File: config.mk
export PLATFORM = sky130hd
export DESIGN_NAME = fetch_queue
export DESIGN_NICKNAME = d
export VERILOG_FILES = /design/src/rtl/fetch_queue.sv
export SDC_FILE = /design/constraint.sdc
export NUM_CORES = 1
export LEC_CHECK = 0
export CAP_MARGIN = 10
export CORE_MARGIN = 2
export CORE_UTILIZATION = 55
export CTS_BUF_LIST = sky130_fd_sc_hd__clkbuf_8
export DETAILED_ROUTE_END_ITERATION = 10
export DONT_BUFFER_PORTS = 1
export PLACE_DENSITY = 0.75
export SLEW_MARGIN = 15
export SYNTH_ARGS = -nofsm -noshare
export SYNTH_HDL_FRONTEND = slang
export SYNTH_SLANG_ARGS = --single-unit
File: constraint.sdc
create_clock -name clk -period 5.14 [get_ports clk]
set_clock_uncertainty 0.1 [all_clocks]
set_input_delay 1.028 -clock clk [delete_from_list [all_inputs] [get_ports clk]]
set_output_delay 1.028 -clock clk [all_outputs]
set_load 0.005 [all_outputs]
File: src/rtl/fetch_queue.sv
// fetch_queue: instruction fetch PC generator feeding an in-order fetch queue.
//   A single PC register addresses a combinational instruction memory. Each
//   cycle the fetched instruction may be pushed along with its prediction
//   (direction + BTB target). A predicted-taken branch that misses in the BTB
//   parks fetch in WAIT_TARGET until execute redirects it. A redirect has top
//   priority: it flushes the queue and reloads the PC.
// Ports:
//   clk, rst                 clock, async active-high reset
//   imem_addr / imem_inst    fetch PC out, instruction in (same cycle)
//   bp_taken, btb_hit,       prediction inputs for imem_addr
//   btb_target
//   redirect_valid/_pc       flush + PC reload from execute
//   stall                    blocks dequeue (push still allowed when not full)
//   deq_*                    head entry to decode, valid/ready handshake
//   count, waiting           occupancy and WAIT_TARGET indicator
module fetch_queue #(
  parameter int unsigned         DEPTH    = 4,
  parameter int unsigned         PC_WIDTH = 32,
  parameter logic [PC_WIDTH-1:0] RESET_PC = '0
) (
  input  logic                      clk,
  input  logic                      rst,
  output logic [PC_WIDTH-1:0]       imem_addr,
  input  logic [31:0]               imem_inst,
  input  logic                      bp_taken,
  input  logic                      btb_hit,
  input  logic [PC_WIDTH-1:0]       btb_target,
  input  logic                      redirect_valid,
  input  logic [PC_WIDTH-1:0]       redirect_pc,
  input  logic                      stall,
  output logic                      deq_valid,
  input  logic                      deq_ready,
  output logic [PC_WIDTH-1:0]       deq_pc,
  output logic [31:0]               deq_inst,
  output logic                      deq_pred_taken,
  output logic                      deq_next_pc_valid,
  output logic [PC_WIDTH-1:0]       deq_pred_next_pc,
  output logic [$clog2(DEPTH):0]    count,
  output logic                      waiting
);

  localparam int unsigned AW = $clog2(DEPTH);
  localparam int unsigned CW = AW + 1;
  localparam logic [CW-1:0] FULL = CW'(DEPTH);

  typedef enum logic {
    RUN         = 1'b0,
    WAIT_TARGET = 1'b1
  } state_t;

  state_t              r_state;
  state_t              w_state_nxt;
  logic [PC_WIDTH-1:0] r_pc;
  logic [PC_WIDTH-1:0] w_pc_nxt;
  logic [AW-1:0]       r_head;
  logic [AW-1:0]       r_tail;
  logic [CW-1:0]       r_count;

  logic [PC_WIDTH-1:0] r_mem_pc   [DEPTH];
  logic [31:0]         r_mem_inst [DEPTH];
  logic                r_mem_pt   [DEPTH];
  logic                r_mem_nv   [DEPTH];
  logic [PC_WIDTH-1:0] r_mem_npc  [DEPTH];

  logic w_deq_fire;
  logic w_pop;
  logic w_push;
  logic w_taken;
  logic w_ent_nv;

  assign w_deq_fire = deq_valid & deq_ready & ~stall;
  // A redirect cancels both sides of the queue in its cycle.
  assign w_pop      = w_deq_fire & ~redirect_valid;
  assign w_push     = (r_state == RUN) & ~redirect_valid &
                      ((r_count < FULL) | w_deq_fire);
  assign w_taken    = imem_inst[6] & bp_taken;

  always_comb begin
    w_state_nxt = r_state;
    w_pc_nxt    = r_pc;
    w_ent_nv    = 1'b0;
    if (redirect_valid) begin
      w_pc_nxt    = redirect_pc;
      w_state_nxt = RUN;
    end else if (w_push) begin
      if (w_taken && btb_hit) begin
        w_ent_nv = 1'b1;
        w_pc_nxt = btb_target;
      end else if (w_taken) begin
        // Target unknown: hold PC and wait for execute to redirect.
        w_state_nxt = WAIT_TARGET;
      end else begin
        w_pc_nxt = r_pc + PC_WIDTH'(4);
      end
    end
  end

  always_ff @(posedge clk or posedge rst) begin
    if (rst) begin
      r_state <= RUN;
      r_pc    <= RESET_PC;
      r_head  <= '0;
      r_tail  <= '0;
      r_count <= '0;
    end else begin
      r_state <= w_state_nxt;
      r_pc    <= w_pc_nxt;
      if (redirect_valid) begin
        r_head  <= '0;
        r_tail  <= '0;
        r_count <= '0;
      end else begin
        if (w_push) r_tail <= r_tail + AW'(1);
        if (w_pop)  r_head <= r_head + AW'(1);
        case ({w_push, w_pop})
          2'b10:   r_count <= r_count + CW'(1);
          2'b01:   r_count <= r_count - CW'(1);
          default: r_count <= r_count;
        endcase
      end
    end
  end

  // Entry storage is not reset; validity is tracked by the count alone.
  always_ff @(posedge clk) begin
    if (w_push) begin
      r_mem_pc[r_tail]   <= r_pc;
      r_mem_inst[r_tail] <= imem_inst;
      r_mem_pt[r_tail]   <= w_taken;
      r_mem_nv[r_tail]   <= w_ent_nv;
      r_mem_npc[r_tail]  <= btb_target;
    end
  end

  assign imem_addr         = r_pc;
  assign deq_valid         = (r_count != '0);
  assign deq_pc            = r_mem_pc[r_head];
  assign deq_inst          = r_mem_inst[r_head];
  assign deq_pred_taken    = r_mem_pt[r_head];
  assign deq_next_pc_valid = r_mem_nv[r_head];
  assign deq_pred_next_pc  = r_mem_npc[r_head];
  assign count             = r_count;
  assign waiting           = (r_state == WAIT_TARGET);

endmodule

Word level (Yosys, flattened, before mapping)
Memory sizes are Yosys's and may differ from the RTL's.
Cells that the tools add are included.

storage, ports and cells
  logic and storage cells = 57
  memories kept = 5
  bits in writable memories = 392
  bits in registers = 40
  bits of input ports = 103

memory list
  name        depth  width  read ports  clocked after Yosys merged registers in  write ports  RTL line  text
  r_mem_inst  4      32     1           0                                        1            60        logic [31:0] r_mem_inst [DEPTH];
  r_mem_npc   4      32     1           0                                        1            63        logic [PC_WIDTH-1:0] r_mem_npc [DEPTH];
  r_mem_pc    4      32     1           0                                        1            59        logic [PC_WIDTH-1:0] r_mem_pc [DEPTH];
  r_mem_nv    4      1      1           0                                        1            62        logic r_mem_nv [DEPTH];
  r_mem_pt    4      1      1           0                                        1            61        logic r_mem_pt [DEPTH];

operators by class
  multiplexer cells = 19
  equality and inequality tests = 4
  bitwise operators = 10
  $lt $le $gt $ge = 1
  $add $sub $neg = 5
  reduce and logical (&&, ||, !) cells = 8

operators with widths
  kind                                                    count
  two-way mux 32 bit                                      4
  adder 32 x 3 -> 32 bit (second input constant)          1
  two-way mux 1 bit                                       9
  two-way mux 2 bit                                       4
  AND 1 bit                                               6
  case mux 3 bit (2 select lines)                         1
  nonzero test 2 bit                                      3
  nonzero test 3 bit                                      2
  adder 2 x 1 -> 2 bit (second input constant)            2
  adder 3 x 1 -> 3 bit (second input constant)            1
  less-than comparator 3 bit (second input constant)      1
  two-way mux 3 bit                                       1
  inequality test 3 x 2 -> 1 bit (second input constant)  1
  NOT 1 bit                                               3
  AND reduction 3 bit                                     1
  subtractor 3 x 1 -> 3 bit (second input constant)       1
  == test 2 x 1 -> 1 bit (second input constant)          1
  == test 2 bit (second input constant)                   1
  inequality test 2 bit (second input constant)           1
  AND reduction 2 bit                                     1
  logical AND 1 bit                                       1
  bitwise OR 1 bit                                        1

Depth between registers and ports, before layout
  depth in word-level cells = 8
  gate-level depth with buffers = 8
  gate-level depth less buffers = 8

Least setup slack after synthesis
OpenSTA, ideal clock, no wires.

  kind = input-to-reg
  start point = input port stall
  end point = memory r_mem_inst[0][0], enable pin
  library setup time = 0.469 ns
  arrival time = 3.933 ns
  setup slack = 0.639 ns
  stages = 3
  required time = 4.571 ns
  cell sequence = nand2b_1 > a21oi_1 > and3_1

on the way
  cells in the longest elaborated chain, start to end = 6

RTL lines
  item                                     RTL line  text
  start: declaration                       30        input logic stall,
  NOT 1 bit                                71        assign w_deq_fire = deq_valid & deq_ready & ~stall;
  AND 1 bit                                71
  bitwise OR 1 bit                         75        ((r_count < FULL) | w_deq_fire);
  AND 1 bit                                74        assign w_push = (r_state == RUN) & ~redirect_valid &
  two-way mux 1 bit                        126       if (w_push) begin
  two-way mux 1 bit (implied by the code)  128       r_mem_inst[r_tail] <= imem_inst;
  end: declaration                         60

No other way between the ends.

Worst setup path in the final report
  start point = register r_head[1]
  end point = output port deq_pred_next_pc[5]

on the way
  cells in the longest elaborated chain, start to end = 1

RTL lines
  item                      RTL line  text
  start: declaration        55        logic [AW-1:0] r_head;
  start signal: assignment  114       if (w_pop) r_head <= r_head + AW'(1);
  memory read (4 x 32 bit)  n/a
  end: declaration          37        output logic [PC_WIDTH-1:0] deq_pred_next_pc,

No other way between the ends.

==> impl_metrics.csv <==
group,metric,value,unit
detailed_routing,drc,0,
synth,netlist_area,0.0170,mm^2
floorplan,die_area,0.0323,mm^2
setup_path,max_stage_delay,1.11,ns
clocking,clockBufferDepth,3,
pwr,power_switching,2.56,mW
setup_path,critPathKind,"reg2out",
clocking,ctsRootBufferMaster,"clkbuf_8",
worst_hold_path,holdPathStages,1,
timing,max_freq,268,MHz
setup_path,rrSetupSlack,2.29,ns
timing,fin_crit_sh,72.6,%
timing,setup_violations,0,
setup_path,cpLargestDelayFamily,"flip-flops",
floorplan,num_io_pins,238,
finish,fin_cells,1366,
setup_path,cp.required,4.01,ns
floorplan,start_util,55.6,%
detailed_routing,vias,8622,
timing,setup_tns,0,ns
timing,worstMarginPinSlew,1.14,ns
setup_path,r2r_start,"imem_addr[4]",
synth,synth_warnings,0,
worst_hold_path,hp-start,"redirect_valid",
setup_path,path_buf_inv,1,
global_routing,grt_max_degree,79,
synth,syn_area_per_cell,19.3,um^2
global_routing,grt_pass1_vias,8830,
pwr,p_int,6.65,mW
global_routing,overflow,0,
pwr,p_seq_share,54.4,%
clocking,htreeDepth,3,
clocking,clk_pin_slew,0.06,ns
global_routing,antenna_found_initial,7,
synth,synth-edff-count,392,
timing,slew-limit-headroom,23.6,%
timing,min_period,3.73,ns
pwr,p_comb_share,16.2,%
pwr,power_density,492,mW/mm^2
clocking,cts_made_buffers,69,
finish,area_growth,10.4,%
placement,placed_cell_area,0.0175,mm^2
setup_path,worstSetupEndpointType,"output port",
floorplan,fp-row-count,64,
detailed_routing,drt-pass1-iter-count,5,
global_routing,track_usage,23.4,%
detailed_routing,routed_wl,37400,um
floorplan,fp.dieH,180,um
pwr,pwr-share-clk,29.4,%
synth,synth_flop_cell,"edfxtp_1",
synth,synthArstFlopShare,9.26,%
timing,drv_slew,0,
setup_path,path_cells,"buf_4 -> mux4_2",
clocking,hold_buffers,0,
setup_path,slowest_stage,"dfrtp_4",
timing,rsz0062_at_grt,"no",
pwr,swShare,27.8,%
synth,synth_cells,881,
setup_path,cp_max_fo,67,
timing,hold_viol,0,
pwr,power.leakage,6.02,nW
clocking,clock_latency,0.57,ns
detailed_routing,ant_nets,0,
setup_path,critPathLaunchType,"flop",
setup_path,rr_worst_depth,5,
synth,syn-num-nets,990,
setup_path,arrival,2.60,ns
clocking,post_cts_resized,0,
synth,netlist-cell-type-count,56,
flow_run,maxCapViolCount,0,
placement,gp_congestion,0.844,
floorplan,fp.coreArea,0.0305,mm^2
placement,place_ws,1.63,ns
finish,fill_cells,2087,
pwr,max-vdd-ir-drop,340,uV
worst_hold_path,min_path_type,"in2reg",
synth,yosysSeqAreaShare,75.3,%
pwr,power,9.22,mW
timing,hold-worst-slack,0.420,ns
timing,fin_ws,1.41,ns
setup_path,crit-reg2reg-capture,"imem_addr[23]",
detailed_routing,wire_per_inst,27.4,um
global_routing,grt_pass1_wl,56400,um
clocking,cts_sinks,432,
clocking,cts_tree,"built",
placement,io_buffers,0,
clocking,post-cts-setup-buffers,0,
status,status,"completed",
finish,final_area,0.0187,mm^2
detailed_routing,viasPerCell,6.31,
finish,final_nets,1029,
finish,drive_above_1_share,22.3,%
floorplan,die_x,180,um
finish,fin_util,61.4,%
synth,ys_seq_elements,432,
worst_hold_path,hold_end,"count[2]",
detailed_routing,drtIter0Drc,828,
placement,placed_cells,1245,
placement,dp_hpwl,23800,um
[cell families after synthesis]
group | count (synthesis) | synth area share, %
adder cells (fa/ha/maj) | 6 | 0.487
flip-flops | 432 | 75.3
buffers and inverters | 57 | 1.40
multiplexers | 103 | 13.3
AO/OA/AOI/OAI | 127 | 4.54
XOR/XNOR | 6 | 0.310
AND/OR/NAND/NOR | 150 | 4.70
[registers in the layout, summed over array words and instances, names as in the netlist]
| name | cells |
|---|---|
| r_mem_pc | 128 |
| imem_addr | 32 |
| r_mem_inst | 128 |
| count | 3 |
| r_mem_npc | 128 |
| r_head | 2 |
| r_mem_pt | 4 |
| r_tail | 2 |
| waiting | 1 |
| r_mem_nv | 4 |
[worst max-delay path by stage]
stage	from	endpoint	slack, ns	cells past startpoint
2_1_floorplan	stall	r_mem_inst[0][0]	0.64	3
3_3_place_gp	stall	r_mem_inst[1][11]	1.76	4
3_5_place_dp	stall	r_mem_inst[1][11]	1.63	4
4_1_cts	r_head[1]	deq_pc[8]	1.40	2
5_1_grt	r_head[1]	deq_pc[8]	1.31	2
6_report	r_head[1]	deq_pred_next_pc[5]	1.41	2
[metal layers]
layer	up-vias	global-route usage, %	share of wire, %
li1	3696	-	-
met1	4426	30.0	38
met2	430	36.3	48
met3	62	10.9	12
met4	8	6.83	2.0
met5	-	0	0.14
[cell usage after synthesis, drive strengths merged, types with 6 or more instances]
master	count	area (um^2)
clkbuf	28	105
a41oi	6	52.6
buf	16	83.8
mux4	98	2210
dfrtp	40	1000
a21oi	28	140
nor2	27	101
nand4	9	77.6
nand2	48	180
o22ai	7	43.8
nor4	7	71.3
and3	15	93.8
inv	12	45.0
edfxtp	392	11800
nand3	16	90.1
o21ai	51	255
and2	8	50.1
a31oi	10	62.6
[final cells by class]
type / instances / area [um^2] / share of cell area, %
Sequential cell: 432 / 12800 / 68.2
Multi-Input combinational cell: 392 / 3980 / 21.3
Clock buffer: 69 / 950 / 5.07
Timing Repair Buffer: 12 / 153 / 0.815
Antenna cell: 3 / 7.51 / 0.0401
Clock inverter: 49 / 314 / 1.68
Inverter: 13 / 48.8 / 0.261
Tap cell: 396 / 495 / 2.65
[layout by cell type, fill, tap and decap left out, types with 8 or more instances in the layout]
cell	netlist	layout
edfxtp_1	392	392
mux4_2	98	98
clkbuf_8	0	69
o21ai_0	50	50
nand2_1	48	48
dfrtp_1	40	38
inv_1	12	31
a21oi_1	28	28
nor2_1	27	27
nand3_1	14	14
clkinv_1	1	12
and3_1	15	11
a31oi_1	10	10
and2_1	8	8
[power groups by stage]
stage / clock network [mW] / logic (mW) / registers [mW]
after floorplan: 0 / 1.13 / 4.94
after global placement: 0 / 1.51 / 5.06
after detailed placement: 0 / 1.53 / 5.09
after CTS: 2.78 / 1.53 / 5.03
after global routing: 2.93 / 1.63 / 5.09
final: 2.71 / 1.50 / 5.01
Power figures use the tool's default switching activity.
